--- config.mk ---
export PLATFORM = sky130hd
export DESIGN_NAME = bist_controller_flat
export DESIGN_NICKNAME = d
export VERILOG_FILES = /design/src/rtl/bist_pkg.sv /design/src/rtl/bist_if.sv /design/src/rtl/bist_counter.sv /design/src/rtl/bist_controller.sv /design/src/flat_wrapper.sv
export SDC_FILE = /design/constraint.sdc
export NUM_CORES = 1
export LEC_CHECK = 0
export CORE_MARGIN = 4
export CORE_UTILIZATION = 43
export CTS_CLUSTER_SIZE = 20
export DETAILED_ROUTE_END_ITERATION = 7
export PLACE_DENSITY = 0.7
export SLEW_MARGIN = 0
export SYNTH_ARGS = -nofsm -noshare
export SYNTH_HDL_FRONTEND = slang
export SYNTH_SLANG_ARGS = --single-unit
--- constraint.sdc ---
create_clock -name b_clk -period 3.01 [get_ports b_clk]
set_clock_uncertainty 0.05 [all_clocks]
set_input_delay 0.301 -clock b_clk [delete_from_list [all_inputs] [get_ports b_clk]]
set_output_delay 0.301 -clock b_clk [all_outputs]
set_load 0.05 [all_outputs]
--- src/rtl/bist_pkg.sv ---
// Shared types and default sizing for the RAM BIST sequencer.
package bist_pkg;

  localparam int unsigned DEF_ADDR_W = 10;
  localparam int unsigned DEF_PAT_W  = 8;

  typedef enum logic [1:0] {
    ST_INIT = 2'd0,
    ST_TEST = 2'd1,
    ST_PASS = 2'd2,
    ST_FAIL = 2'd3
  } bist_state_e;

endpackage

--- src/rtl/bist_if.sv ---
// Comparator-facing signal bundle: controller is master, RAM/comparator side is slave.
interface bist_if #(
  parameter int unsigned ADDR_W = bist_pkg::DEF_ADDR_W,
  parameter int unsigned PAT_W  = bist_pkg::DEF_PAT_W
) ();

  logic              b_error;
  logic              b_tst_state;
  logic              b_tst_pass;
  logic              b_tst_fail;
  logic [PAT_W-1:0]  pat_idx;
  logic [ADDR_W-1:0] addr;
  logic [PAT_W-1:0]  fail_pat;
  logic [ADDR_W-1:0] fail_addr;

  modport master (
    input  b_error,
    output b_tst_state, b_tst_pass, b_tst_fail,
    output pat_idx, addr, fail_pat, fail_addr
  );

  modport slave (
    output b_error,
    input  b_tst_state, b_tst_pass, b_tst_fail,
    input  pat_idx, addr, fail_pat, fail_addr
  );

endinterface

--- src/rtl/bist_counter.sv ---
// Up-counter with synchronous clear/enable and an all-ones flag.
module bist_counter #(
  parameter int unsigned W = 8
) (
  input  logic         clk,
  input  logic         rst_n,
  input  logic         clr,
  input  logic         en,
  output logic [W-1:0] q,
  output logic         last
);

  always_ff @(posedge clk or negedge rst_n) begin
    if (!rst_n) begin
      q <= '0;
    end else if (clr) begin
      q <= '0;
    end else if (en) begin
      q <= q + W'(1);
    end
  end

  assign last = &q;

endmodule

--- src/rtl/bist_controller.sv ---
// RAM BIST sequencer: walks every address for every pattern and reports pass/fail.
module bist_controller
  import bist_pkg::*;
#(
  parameter int unsigned ADDR_W = DEF_ADDR_W,
  parameter int unsigned PAT_W  = DEF_PAT_W
) (
  input  logic     b_clk,
  input  logic     b_rst,
  bist_if.master   bus
);

  bist_state_e       state_q, state_d;
  logic              cnt_clr;
  logic              addr_en;
  logic              pat_en;
  logic              capture;
  logic              addr_last;
  logic              pat_last;
  logic [ADDR_W-1:0] addr_q;
  logic [PAT_W-1:0]  pat_q;
  logic [ADDR_W-1:0] fail_addr_q;
  logic [PAT_W-1:0]  fail_pat_q;

  bist_counter #(.W(ADDR_W)) u_addr_cnt (
    .clk   (b_clk),
    .rst_n (b_rst),
    .clr   (cnt_clr),
    .en    (addr_en),
    .q     (addr_q),
    .last  (addr_last)
  );

  bist_counter #(.W(PAT_W)) u_pat_cnt (
    .clk   (b_clk),
    .rst_n (b_rst),
    .clr   (cnt_clr),
    .en    (pat_en),
    .q     (pat_q),
    .last  (pat_last)
  );

  always_ff @(posedge b_clk or negedge b_rst) begin
    if (!b_rst) begin
      state_q <= ST_INIT;
    end else begin
      state_q <= state_d;
    end
  end

  // Error beats completion; the address counter wraps on its own at all-ones.
  always_comb begin
    state_d = state_q;
    cnt_clr = 1'b0;
    addr_en = 1'b0;
    pat_en  = 1'b0;
    capture = 1'b0;
    case (state_q)
      ST_INIT: begin
        cnt_clr = 1'b1;
        state_d = ST_TEST;
      end
      ST_TEST: begin
        if (bus.b_error) begin
          capture = 1'b1;
          state_d = ST_FAIL;
        end else if (addr_last && pat_last) begin
          state_d = ST_PASS;
        end else begin
          addr_en = 1'b1;
          pat_en  = addr_last;
        end
      end
      default: state_d = state_q;
    endcase
  end

  always_ff @(posedge b_clk or negedge b_rst) begin
    if (!b_rst) begin
      fail_addr_q <= '0;
      fail_pat_q  <= '0;
    end else if (capture) begin
      fail_addr_q <= addr_q;
      fail_pat_q  <= pat_q;
    end
  end

  assign bus.b_tst_state = (state_q == ST_TEST);
  assign bus.b_tst_pass  = (state_q == ST_PASS);
  assign bus.b_tst_fail  = (state_q == ST_FAIL);
  assign bus.addr        = addr_q;
  assign bus.pat_idx     = pat_q;
  assign bus.fail_addr   = fail_addr_q;
  assign bus.fail_pat    = fail_pat_q;

endmodule

--- src/flat_wrapper.sv ---
// flat-port wrapper written by rule: the top's interface ports become plain ports
module bist_controller_flat import bist_pkg::*;
#(
  parameter int unsigned ADDR_W = DEF_ADDR_W,
  parameter int unsigned PAT_W  = DEF_PAT_W
)
  (b_clk, b_rst, bus_b_error, bus_b_tst_state, bus_b_tst_pass, bus_b_tst_fail, bus_pat_idx, bus_addr, bus_fail_pat, bus_fail_addr);
  bist_if #(.ADDR_W(ADDR_W), .PAT_W(PAT_W)) bus_i ();
  input  logic b_clk;
  input  logic b_rst;
  input wire logic [$bits(bus_i.b_error)-1:0] bus_b_error;
  output wire logic [$bits(bus_i.b_tst_state)-1:0] bus_b_tst_state;
  output wire logic [$bits(bus_i.b_tst_pass)-1:0] bus_b_tst_pass;
  output wire logic [$bits(bus_i.b_tst_fail)-1:0] bus_b_tst_fail;
  output wire logic [$bits(bus_i.pat_idx)-1:0] bus_pat_idx;
  output wire logic [$bits(bus_i.addr)-1:0] bus_addr;
  output wire logic [$bits(bus_i.fail_pat)-1:0] bus_fail_pat;
  output wire logic [$bits(bus_i.fail_addr)-1:0] bus_fail_addr;
  assign bus_i.b_error = bus_b_error;
  assign bus_b_tst_state = bus_i.b_tst_state;
  assign bus_b_tst_pass = bus_i.b_tst_pass;
  assign bus_b_tst_fail = bus_i.b_tst_fail;
  assign bus_pat_idx = bus_i.pat_idx;
  assign bus_addr = bus_i.addr;
  assign bus_fail_pat = bus_i.fail_pat;
  assign bus_fail_addr = bus_i.fail_addr;
  bist_controller #(.ADDR_W(ADDR_W), .PAT_W(PAT_W)) u_core (.b_clk(b_clk), .b_rst(b_rst), .bus(bus_i));
endmodule
After elaboration in Yosys (flattened, before gate mapping). Index checks and enable logic that the tools add are counted.

Register bits: 38. Input port bits: 3. Output and inout port bits: 39. Logic and storage cells: 35.

$add $sub $neg: 2. Equal/unequal tests: 4. Muxes and demuxes: 16. Reductions and logical operators: 8.

Operator list (count): $mux 10 (2); $mux 8 (2); $add 10x1->10 const B (1); $reduce_and 10->1 (1); $mux 1 (9); $add 8x1->8 const B (1); $reduce_and 8->1 (1); $reduce_bool 2->1 (3); $eq 2x2->1 const B (2); $mux 2 (2); $pmux 2 s2 (1); $ne 3x2->1 const B (1); $eq 2x1->1 const B (1); $logic_not 2->1 (1); $reduce_and 2->1 (1); $logic_and 1x1->1 (1).

Longest topological paths before layout. Gate-level depths: netlist of the first run.

Depth after elaboration: 7. Depth in mapped cells: 6. Mapped depth without buffers: 6.

By module. From an unflattened synthesis of the first run, not the netlist that was laid out.

Cell total of the unflattened synthesis: 139. Area, all modules: 1740.4 um2.

Modules (own cells, without submodules): bist_controller (times used 1, cells an instance 51, area an instance 839.6 um2); bist_counter (u_core.u_addr_cnt) (times used 1, cells an instance 49, area an instance 504.2 um2); bist_counter (u_core.u_pat_cnt) (times used 1, cells an instance 39, area an instance 396.6 um2).

Worst setup path before layout of the first run. Ideal clock, no wire load.

Path type: register to register. From: register u_core.u_pat_cnt.q[0]. To: register u_core.u_addr_cnt.q[7]. Arrival time: 1.853 ns. Path slack: 0.959 ns. Stages on the path, launching flop included: 6. Period minus slack after synthesis: 2.051 ns. Path through: dfrtp_1 ha_1 nand3_1 or3_1 o21ai_2 o221ai_1.

Cells in the longest elaborated chain, start to end: 6.

RTL lines: start: declaration (line bist_counter.sv:9) `output logic [W-1:0] q,`; start signal: assignment (line bist_counter.sv:19) `q <= q + W'(1);`; $reduce_and 8->1 (line bist_counter.sv:23) `assign last = &q;`; $logic_and 1x1->1 (line bist_controller.sv:67) `end else if (addr_last && pat_last) begin`; $mux 1 (line bist_controller.sv:67); $mux 1 (line bist_controller.sv:64) `if (bus.b_error) begin`; $mux 1 (line bist_controller.sv:58) `case (state_q)`; $reduce_bool 2->1 (no line); end signal: assignment (line bist_counter.sv:19); end: declaration (line bist_counter.sv:9).

Every way passes these cells. A chain may end at the register's enable or synchronous reset.

Worst setup path after layout of the first run.
From: register u_core.state_q[1]. To: output bus_b_tst_pass.

Cells in the longest elaborated chain, start to end: 1.

RTL lines: start: declaration (line bist_controller.sv:13) `bist_state_e state_q, state_d;`; start signal: assignment (line bist_controller.sv:47) `state_q <= state_d;`; $eq 2x2->1 (line bist_controller.sv:89) `assign bus.b_tst_pass = (state_q == ST_PASS);`; end: declaration (line flat_wrapper.sv:13) `output wire logic [$bits(bus_i.b_tst_pass)-1:0] bus_b_tst_pass;`.

Every way passes these cells.

==> out/results.txt, run 1 <==
IO Port Bufs -> 41
CTS clk-pin slew, worst paths -> 0.07 ns
synthesized flop and latch total -> 38
Final Cycle Share -> 70.9%
Synth Warn # -> 0
Core ar. -> 4060 um^2
status -> complete, no violations
initial antenna violation count -> 0
Post-CTS Setup Bufs -> 0
Reg area -> 951 um^2
Final GP Congestion -> 0.874
predominant post-synthesis flop cell -> dfrtp_1
Total Routing Usage GR -> 16.8%
count leader, synth -> dfrtp_1
Worst Setup End Kind -> output pin
post-synth design cell area -> 1820 um^2
Max VDD drop -> 0.274 mV
# setup viols final -> 0
Crit Path Max Fanout -> 7
synth cell count leaders -> dfrtp_1, mux2_2, nand2_1
post-synth top area share -> 52.3%
die width -> 73 um
Detail Placement HPWL -> 2880 um
final period demand of the worst path -> 2.13 ns
multi-input combinational cell area -> 812 um^2
FFs w/ async S/R, synth -> 100%
CP Data Required Time -> 2.66 ns
Worst Hold Slack -> 0.0645 ns
CTS sink cnt -> 38
first-pass GRT wire length -> 6950 um
M3 GR Usage -> 4.82%
drt pass-1 iters -> 4
Starting Density -> 44.8%
syn nets -> 166
EDFF count, synth -> 0
cells after synthesis -> 161
ant diodes -> 0
Clk Latency, worst-skew pair -> 0.29 ns
routed len/inst -> 16.0 um
Detailed Route WL -> 4060 um
CTS Root Cell -> clkbuf_8
met1 Track Usage GR -> 20.7%
Slew Limit Headroom -> 43.9%
final hold viol count -> 0
grt peak-use layer -> met2
num rows -> 23
DR vias -> 1438
largest net degree at the start of global routing -> 39
CP Launch Type -> flip-flop
Mean Syn Cell Area -> 11.3 um^2
max cap viols -> 0
Compound-Gate Fraction of Synth Area -> 12.3%
Synth area leader -> dfrtp_1
Hold Path Class -> in2async
xor-xnor portion of the synthesized cell area -> 0.964%
TritonCTS clock tree -> done
vias per std cell -> 5.66
fraction of layout cells with a size suffix above 1 -> 14.7%
critical setup path kind -> reg2out
mux contribution to synthesized area -> 13.2%
Pwr Density -> 373 nW/um^2
DRT iter0 DRCs -> 104
grt met2 use -> 27.8%
origin of the worst setup path -> u_core.state_q[1]$_DFFE_PN0P_
Setup TNS -> 0 ns
critical path arrival -> 1.78 ns
cts repair resizes -> 0
Die H -> 73 um
sequential element share of the synthesized area -> 52.3%
I/O pins -> 42
largest family of logic cells by synthesized area -> simple AND/OR/NAND/NOR gates
Filler Cell Count -> 362
Final Slew Violations -> 0
grt total ovfl -> 0
hold_buf cts -> 0
Leak -> 1.02 nW
maximum clock path buffer count -> 2
maximum clock frequency -> 0.469 GHz
Area growth syn-to-layout -> 29.3%
cts bufs inserted -> 5
Yosys cell types -> 40
Adder-Cell Fraction of Synth Area -> 1.38%
Total Nets Final -> 208
htree depth -> 2
RSZ-0062 raised after global routing -> false
Detail Route Antenna Nets -> 0
Slew @ Worst Pin -> 0.841 ns
Simple-Gate Fraction of Synth Area -> 16.9%
post-route DRC violation count -> 0
main area contributors after synthesis -> dfrtp_1, mux2_2, mux2i_1, nand2_1, o311ai_1
die area -> 5330 um^2
Worst R2R Start -> u_core.u_pat_cnt.q[0]$_DFFE_PN0P_
vias in the first global route -> 1483
cell type report:
| type | count | area share, % |
|---|---|---|
| clock buffer | 7 | 3.68 |
| inverter | 7 | 1.12 |
| tap | 50 | 2.66 |
| multi-input combinational | 110 | 34.6 |
| timing repair buffer | 41 | 17.3 |
| clock inverter | 1 | 0.213 |
| sequential | 38 | 40.5 |
cell usage in the layout (no fill, tap or decap), types with 2 or more instances in the layout:
| master | Yosys | routed |
|---|---|---|
| nand2b_1 | 4 | 4 |
| nand4_1 | 5 | 5 |
| nor2_1 | 6 | 6 |
| o21ai_0 | 5 | 5 |
| nor2b_1 | 2 | 2 |
| ha_1 | 2 | 2 |
| nand3_1 | 7 | 7 |
| o311ai_1 | 5 | 5 |
| mux2_2 | 16 | 16 |
| dfrtp_1 | 38 | 38 |
| clkbuf_8 | 0 | 6 |
| inv_1 | 6 | 6 |
| a21oi_1 | 4 | 4 |
| clkdlybuf4s50_1 | 0 | 40 |
| and2_1 | 3 | 3 |
| and3_1 | 3 | 3 |
| xnor2_1 | 2 | 2 |
| or3_1 | 3 | 3 |
| o41ai_1 | 5 | 5 |
| mux2i_1 | 6 | 6 |
| o221ai_1 | 2 | 2 |
| nand2_1 | 13 | 13 |
flip-flops by register name (all words and copies together), names as in the netlist:
signal,flops
u_core.bus.fail_pat,8
u_core.u_addr_cnt.q,10
u_core.state_q,2
u_core.bus.fail_addr,10
u_core.u_pat_cnt.q,8
path summary, 6_finish.rpt:
kind	end	slack (ns)	depth (start not counted)
setup / recovery	bus_b_tst_pass	0.88	2
hold / removal	u_core.u_pat_cnt.q[5]$_DFFE_PN0P_	0.06	1
setup reg to reg	u_core.u_pat_cnt.q[7]$_DFFE_PN0P_	0.89	5
hold reg to reg	u_core.bus.fail_addr[7]$_DFFE_PN0P_	0.43	2
max in group asynchronous	u_core.bus.fail_pat[7]$_DFFE_PN0P_	2.32	1
min in group b_clk	u_core.bus.fail_addr[7]$_DFFE_PN0P_	0.43	2
critical path, stage by stage (launching register included):
cell	delay (ns)
dfrtp_1	0.47
nor2b_1	0.20
clkdlybuf4s50_1	0.82
report_power, final:
group          internal (W)  switching [W]
sequential         0.000510              0
combinational    0.00000165      0.0000105
clock              0.000185       0.000168
cells by family after synthesis:
| kind of cell | Yosys count |
|---|---|
| adder cells (fa/ha/maj) | 2 |
| buffers and inverters | 13 |
| multiplexers | 22 |
| XOR/XNOR | 2 |
| flip-flops | 38 |
| AND/OR/NAND/NOR | 54 |
| AO/OA/AOI/OAI | 30 |
stage by stage:
step / std cells / worst slack [ns] / cell area (um^2) / util [%] / total power [W]
floorplan: 161 / 0.959 / 1820 / - / 0.000520
global placement: 246 / 0.867 / 2260 / 55.6 / 0.000533
detailed placement: 246 / 0.793 / 2260 / 55.6 / 0.000533
CTS: 254 / 0.858 / 2350 / 57.9 / 0.000894
global route: 254 / 0.651 / 2350 / 57.9 / 0.000920
finish: 254 / 0.876 / 2350 / 57.9 / 0.000875
routing by layer:
layer / vias to the layer above / part of all wire (%)
met5: - / 0
met4: 0 / 0.81
met3: 2 / 6.5
met2: 49 / 50
met1: 710 / 42
li1: 677 / -
No activity file was read; power rests on OpenSTA's default activity.
==> inputs of run 2 (changes only) <==
==> constraint.sdc (replaced) <==
create_clock -name b_clk -period 2.1 [get_ports b_clk]
set_clock_uncertainty 0.05 [all_clocks]
set_input_delay 0.21 -clock b_clk [delete_from_list [all_inputs] [get_ports b_clk]]
set_output_delay 0.21 -clock b_clk [all_outputs]
set_load 0.05 [all_outputs]
==> out/results.txt, run 2 (same netlist as run 1, synthesis figures left out) <==
status -> finished with violations
failing checks -> hold timing
first-pass GRT wire length -> 6940 um (-0.10%)
cts bufs inserted -> 5 (unchanged)
Clk Latency, worst-skew pair -> 0.28 ns (about the same)
Total Routing Usage GR -> 17.2% (+0.34 points)
RSZ-0062 raised after global routing -> false
hold_buf cts -> 0 (unchanged)
worst slack, placed -> 0.155 ns (-0.638 ns)
Detailed Route WL -> 4220 um (+3.9%)
final hold viol count -> 38 (+38)
Non-Filler Instances -> 264 (+3.9%)
DR vias -> 1490 (+3.6%)
area post-placement -> 2330 um^2 (+3.2%)
CTS sink cnt -> 38 (unchanged)
fraction of layout cells with a size suffix above 1 -> 19.2% (+4.5 points)
maximum clock path buffer count -> 2 (unchanged)
final period demand of the worst path -> 2.01 ns
num rows -> 23 (unchanged)
cts repair resizes -> 0 (unchanged)
Detail Placement HPWL -> 3030 um (+5.5%)
Final Cycle Share -> 95.6%
I/O pins -> 42 (unchanged)
die width -> 73 um (unchanged)
reg2reg path depth -> 5 (unchanged)
Die H -> 73 um (unchanged)
CTS Root Cell -> clkbuf_8
Final Slew Violations -> 0 (unchanged)
setup ws final -> 0.0919 ns (-0.784 ns)
Worst Setup End Kind -> output pin
Cell Chain, Critical Path -> nor2b_1, clkdlybuf4s50_1
Slew Limit Headroom -> 44.5% (+0.54 points)
largest net degree at the start of global routing -> 39 (unchanged)
design area -> 2420 um^2 (+3.1%)
multi-input combinational cell area -> 812 um^2 (unchanged)
CP Data Required Time -> 1.84 ns (-0.82 ns)
critical path arrival -> 1.75 ns (-0.03 ns)
Filler Cell Count -> 346 (-4.4%)
commonest non-fill, non-tap cell in the layout -> clkdlybuf4s50_1
Post-CTS Setup Bufs -> 0 (unchanged)
# setup viols final -> 0 (unchanged)
critical setup path kind -> reg2out
Slew @ Worst Pin -> 0.833 ns (-0.00812 ns)
Worst Hold Slack -> -0.0258 ns (-0.0903 ns)
Hold Path Class -> in2async
drt pass-1 iters -> 4 (unchanged)
Core ar. -> 4060 um^2 (unchanged)
Pwr Density -> 516 nW/um^2 (+39%)
Starting Density -> 44.8% (unchanged)
most frequent cells in the layout -> clkdlybuf4s50_1, dfrtp_1, mux2_2
post-route DRC violation count -> 0 (unchanged)
grt total ovfl -> 0 (unchanged)
Detail Route Antenna Nets -> 0 (unchanged)
max cap viols -> 0 (unchanged)
CP Launch Type -> flip-flop
Reg area -> 951 um^2 (unchanged)
vias per std cell -> 5.64 (-0.31%)
Crit Path Max Fanout -> 7 (unchanged)
CTS clk-pin slew, worst paths -> 0.07 ns (about the same)
Setup TNS -> 0 ns (unchanged)
htree depth -> 2 (unchanged)
Total Nets Final -> 218 (+4.8%)
Max VDD drop -> 0.343 mV (+25%)
vias in the first global route -> 1458 (-1.7%)
placed insts -> 256 (+4.1%)
Leak -> 1.07 nW (+5.0%)
Max stage delay cell, worst path -> clkdlybuf4s50_1
die area -> 5330 um^2 (unchanged)
Final GP Congestion -> 0.852 (-2.5%)
Area growth syn-to-layout -> 33.3%
power consumption -> 0.00125 W (+43%)
DRT iter0 DRCs -> 48 (-54%)
Critical Path Max Stage Delay -> 0.83 ns (about the same)
TritonCTS clock tree -> done
maximum clock frequency -> 0.498 GHz
routed len/inst -> 16.0 um (about the same)
IO Port Bufs -> 41 (unchanged)
ant diodes -> 0 (unchanged)
initial antenna violation count -> 0 (unchanged)
-- run 2: cell count changes in the layout (fill, tap and decap cells not counted), sizes merged --
cell / delta
clkdlybuf4s50: -1
buf: +11
-- run 2: per-stage QoR --
stage / utilization (%) / hold WS [ns]
5_1_grt: 59.7 / 0.0421
4_1_cts: 59.7 / 0.00314
6_report: 59.7 / -0.0258
3_3_place_gp: 57.4 / 0.297
2_1_floorplan: - / -0.136
3_5_place_dp: 57.4 / 0.316
-- run 2: layout make-up --
| class | instances | area share [%] |
|---|---|---|
| timing repair buffer | 51 | 19.7 |
| tap | 50 | 2.58 |
| clock inverter | 1 | 0.207 |
| inverter | 7 | 1.09 |
| clock buffer | 7 | 3.57 |
| sequential | 38 | 39.3 |
| multi-input combinational | 110 | 33.5 |
-- run 2: worst paths after layout --
check                                               startpoint                             endpoint  slack, ns
max in group asynchronous                                b_rst   u_core.u_addr_cnt.q[2]$_DFFE_PN0P_       1.50
min in group b_clk         u_core.bus.fail_addr[9]$_DFFE_PN0P_  u_core.bus.fail_addr[9]$_DFFE_PN0P_       0.43
max                              u_core.state_q[1]$_DFFE_PN0P_                      bus_b_tst_state       0.09
max reg2reg                  u_core.u_pat_cnt.q[0]$_DFFE_PN0P_   u_core.u_addr_cnt.q[9]$_DFFE_PN0P_       0.16
min reg2reg                u_core.bus.fail_addr[9]$_DFFE_PN0P_  u_core.bus.fail_addr[9]$_DFFE_PN0P_       0.43
min                                                      b_rst   u_core.bus.fail_pat[2]$_DFFE_PN0P_      -0.03
-- run 2: worst max-delay path, delay by kind of cell, from the launching register on --
family / cells / cell delay [ns]
simple gates: 1 / 0.17
flops: 1 / 0.46
buf+inv: 1 / 0.83
-- run 2: power breakdown --
group / switching (W) / leakage [nW] / internal, W / total [W]
Sequential: 0 / 0.479 / 0.000732 / 0.000732
Clock: 0.000237 / 0.0482 / 0.000265 / 0.000501
Combinational: 0.0000149 / 0.544 / 0.00000237 / 0.0000172
-- run 2: routing by layer --
| layer | part of all wire [%] | GRT usage, % | wire length [um] | vias up |
|---|---|---|---|---|
| met5 | 0 | 0 | 0 | - |
| met4 | 1.1 | 5.33 | 46 | 0 |
| met3 | 5.2 | 5.23 | 220 | 6 |
| met2 | 50 | 28.9 | 2130 | 50 |
| met1 | 43 | 21.0 | 1830 | 731 |
| li1 | - | - | - | 703 |
==> inputs of run 3 (changes only) <==
--- a/config.mk
+++ b/config.mk
@@ -5,7 +5,7 @@
 export SDC_FILE = /design/constraint.sdc
 export NUM_CORES = 1
 export LEC_CHECK = 0
-export CORE_MARGIN = 4
+export CORE_MARGIN = 3
 export CORE_UTILIZATION = 43
 export CTS_CLUSTER_SIZE = 20
 export DETAILED_ROUTE_END_ITERATION = 7
==> out/results.txt, run 3 (same netlist as run 1, synthesis figures left out) <==
Total Routing Usage GR -> 18.5% (+1.4 points)
Crit Path Max Fanout -> 7 (unchanged)
CP Launch Type -> flip-flop
Net Switching -> 0.000268 W (+6.6%)
Detail Route Antenna Nets -> 0 (unchanged)
flop-to-flop setup slack -> 0.26 ns (+0.10 ns)
RSZ-0062 raised after global routing -> false
Worst Hold Slack -> -0.0256 ns (+0.000211 ns)
multi-input combinational cell area -> 812 um^2 (unchanged)
worst slack, placed -> 0.125 ns (-0.0300 ns)
IO Port Bufs -> 41 (unchanged)
Total Nets Final -> 220 (+0.92%)
internal power -> 0.000999 W (about the same)
Area growth syn-to-layout -> 34.2%
reg2reg path depth -> 4 (-1)
CTS sink cnt -> 38 (unchanged)
fraction of layout cells with a size suffix above 1 -> 19.9% (+0.75 points)
cts bufs inserted -> 5 (unchanged)
logic gate share of total power -> 1.4% (about the same)
# setup viols final -> 0 (unchanged)
Max VDD drop -> 0.411 mV (+20%)
die area -> 5040 um^2 (-5.4%)
post-route DRC violation count -> 0 (unchanged)
Core ar. -> 4030 um^2 (-0.71%)
final period demand of the worst path -> 1.98 ns (-0.0277 ns)
critical setup path kind -> reg2out
num rows -> 23 (unchanged)
vias in the first global route -> 1496 (+2.6%)
Leak -> 1.10 nW (+2.5%)
Pwr Density -> 519 nW/um^2 (+0.59%)
htree depth -> 2 (unchanged)
routed len/inst -> 16.1 um (+0.66%)
failing checks -> hold timing
drt pass-1 iters -> 4 (unchanged)
setup ws final -> 0.120 ns (+0.0277 ns)
critical path arrival -> 1.72 ns (-0.03 ns)
Starting Density -> 45.1% (+0.32 points)
initial antenna violation count -> 0 (unchanged)
Detailed Route WL -> 4280 um (+1.4%)
first-pass GRT wire length -> 7370 um (+6.2%)
vias per std cell -> 5.69 (+0.78%)
status -> finished with violations
CP Data Required Time -> 1.84 ns (about the same)
CTS Root Cell -> clkbuf_8
Clk pwr share -> 40.9% (+0.8 points)
Detail Placement HPWL -> 3060 um (+0.71%)
ant diodes -> 0 (unchanged)
final core occ -> 60.5% (+0.86 points)
Final GP Congestion -> 0.875 (+2.7%)
largest net degree at the start of global routing -> 39 (unchanged)
TritonCTS clock tree -> done
Setup TNS -> 0 ns (unchanged)
Final Slew Violations -> 0 (unchanged)
switch share -> 21.2% (+1.0 points)
most frequent cells in the layout -> clkdlybuf4s50_1, dfrtp_1, mux2_2
DR vias -> 1513 (+1.5%)
grt total ovfl -> 0 (unchanged)
DRT iter0 DRCs -> 66 (+38%)
Post-CTS Setup Bufs -> 0 (unchanged)
Worst Setup End Kind -> output pin
I/O pins -> 42 (unchanged)
die width -> 71 um (-2.7%)
sequential power share -> 57.7% (-0.8 points)
power consumption -> 0.00127 W (+1.3%)
Slew Limit Headroom -> 42.9% (-1.6 points)
CTS clk-pin slew, worst paths -> 0.08 ns (about the same)
Filler Cell Count -> 335 (-3.2%)
Slew @ Worst Pin -> 0.857 ns (+0.0239 ns)
final hold viol count -> 38 (unchanged)
Hold Path Class -> in2async
Worst R2R Start -> u_core.u_pat_cnt.q[5]$_DFFE_PN0P_
maximum clock path buffer count -> 2 (unchanged)
Reg area -> 951 um^2 (unchanged)
Die H -> 71 um (-2.7%)
maximum clock frequency -> 0.505 GHz (+1.4%)
reg-to-reg endpoint -> u_core.u_addr_cnt.q[1]$_DFFE_PN0P_
Final Cycle Share -> 94.3% (-1.3 points)
Clk Latency, worst-skew pair -> 0.30 ns (+0.02 ns)
max cap viols -> 0 (unchanged)
## run 3: changes by cell type in the layout (fill, tap and decap cells not counted)
cell             before  now
dlymetal6s2s_1        0    1
clkdlybuf4s50_1      39   38
buf_4                11   13
## run 3: timing repair
| action | in CTS | in global routing |
|---|---|---|
| hold buffers | 0 | 0 |
| setup endpoints to repair | 0 | 1 |
| resized for setup | 0 | 1 |
## run 3: how the worst max path moves through the flow
| stage | start | endpoint | slack [ns] | cells after the start |
|---|---|---|---|---|
| floorplan | u_core.u_pat_cnt.q[0]$_DFFE_PN0P_ | u_core.u_addr_cnt.q[7]$_DFFE_PN0P_ | 0.05 | 5 |
| global placement | bus_b_error | u_core.u_addr_cnt.q[6]$_DFFE_PN0P_ | 0.20 | 7 |
| detailed placement | bus_b_error | u_core.u_addr_cnt.q[6]$_DFFE_PN0P_ | 0.13 | 7 |
| CTS | u_core.state_q[1]$_DFFE_PN0P_ | bus_b_tst_state | 0.07 | 2 |
| global route | u_core.state_q[1]$_DFFE_PN0P_ | bus_b_tst_fail | 0.03 | 2 |
| finish | u_core.state_q[1]$_DFFE_PN0P_ | bus_b_tst_fail | 0.12 | 2 |
## run 3: stage by stage
| step | std cells | area [um^2] | hold WS (ns) |
|---|---|---|---|
| floorplan | 161 | 1820 | -0.136 |
| global placement | 258 | 2340 | 0.301 |
| detailed placement | 258 | 2340 | 0.318 |
| CTS | 266 | 2440 | 0.00206 |
| global route | 266 | 2440 | 0.0248 |
| finish | 266 | 2440 | -0.0256 |
## run 3: layout make-up
cell class                      count  share of cell area, %
Multi-Input combinational cell    110                   33.3
Timing Repair Buffer               53                   20.3
Inverter                            7                   1.08
Clock buffer                        7                   3.54
Sequential cell                    38                   39.0
Tap cell                           50                   2.57
Clock inverter                      1                  0.205
## run 3: power by group through the flow
stage	Combinational (W)	Clock, W	Sequential (W)
floorplan	0.0000000630	0	0.000746
global placement	0.0000179	0	0.000746
detailed placement	0.0000187	0	0.000746
CTS	0.0000189	0.000534	0.000731
global route	0.0000206	0.000568	0.000731
finish	0.0000175	0.000518	0.000731
## run 3: critical path, stage by stage, from the launching register on
cell             delay, ns
dfrtp_1               0.47
and2_1                0.16
clkdlybuf4s50_1       0.79
## run 3: per-layer routing
layer	track usage (%)	wire, um	vias to the layer above
met4	7.10	58	0
met5	0	0	-
li1	-	-	707
met2	29.5	2170	46
met1	23.7	1830	754
met3	5.82	213	6
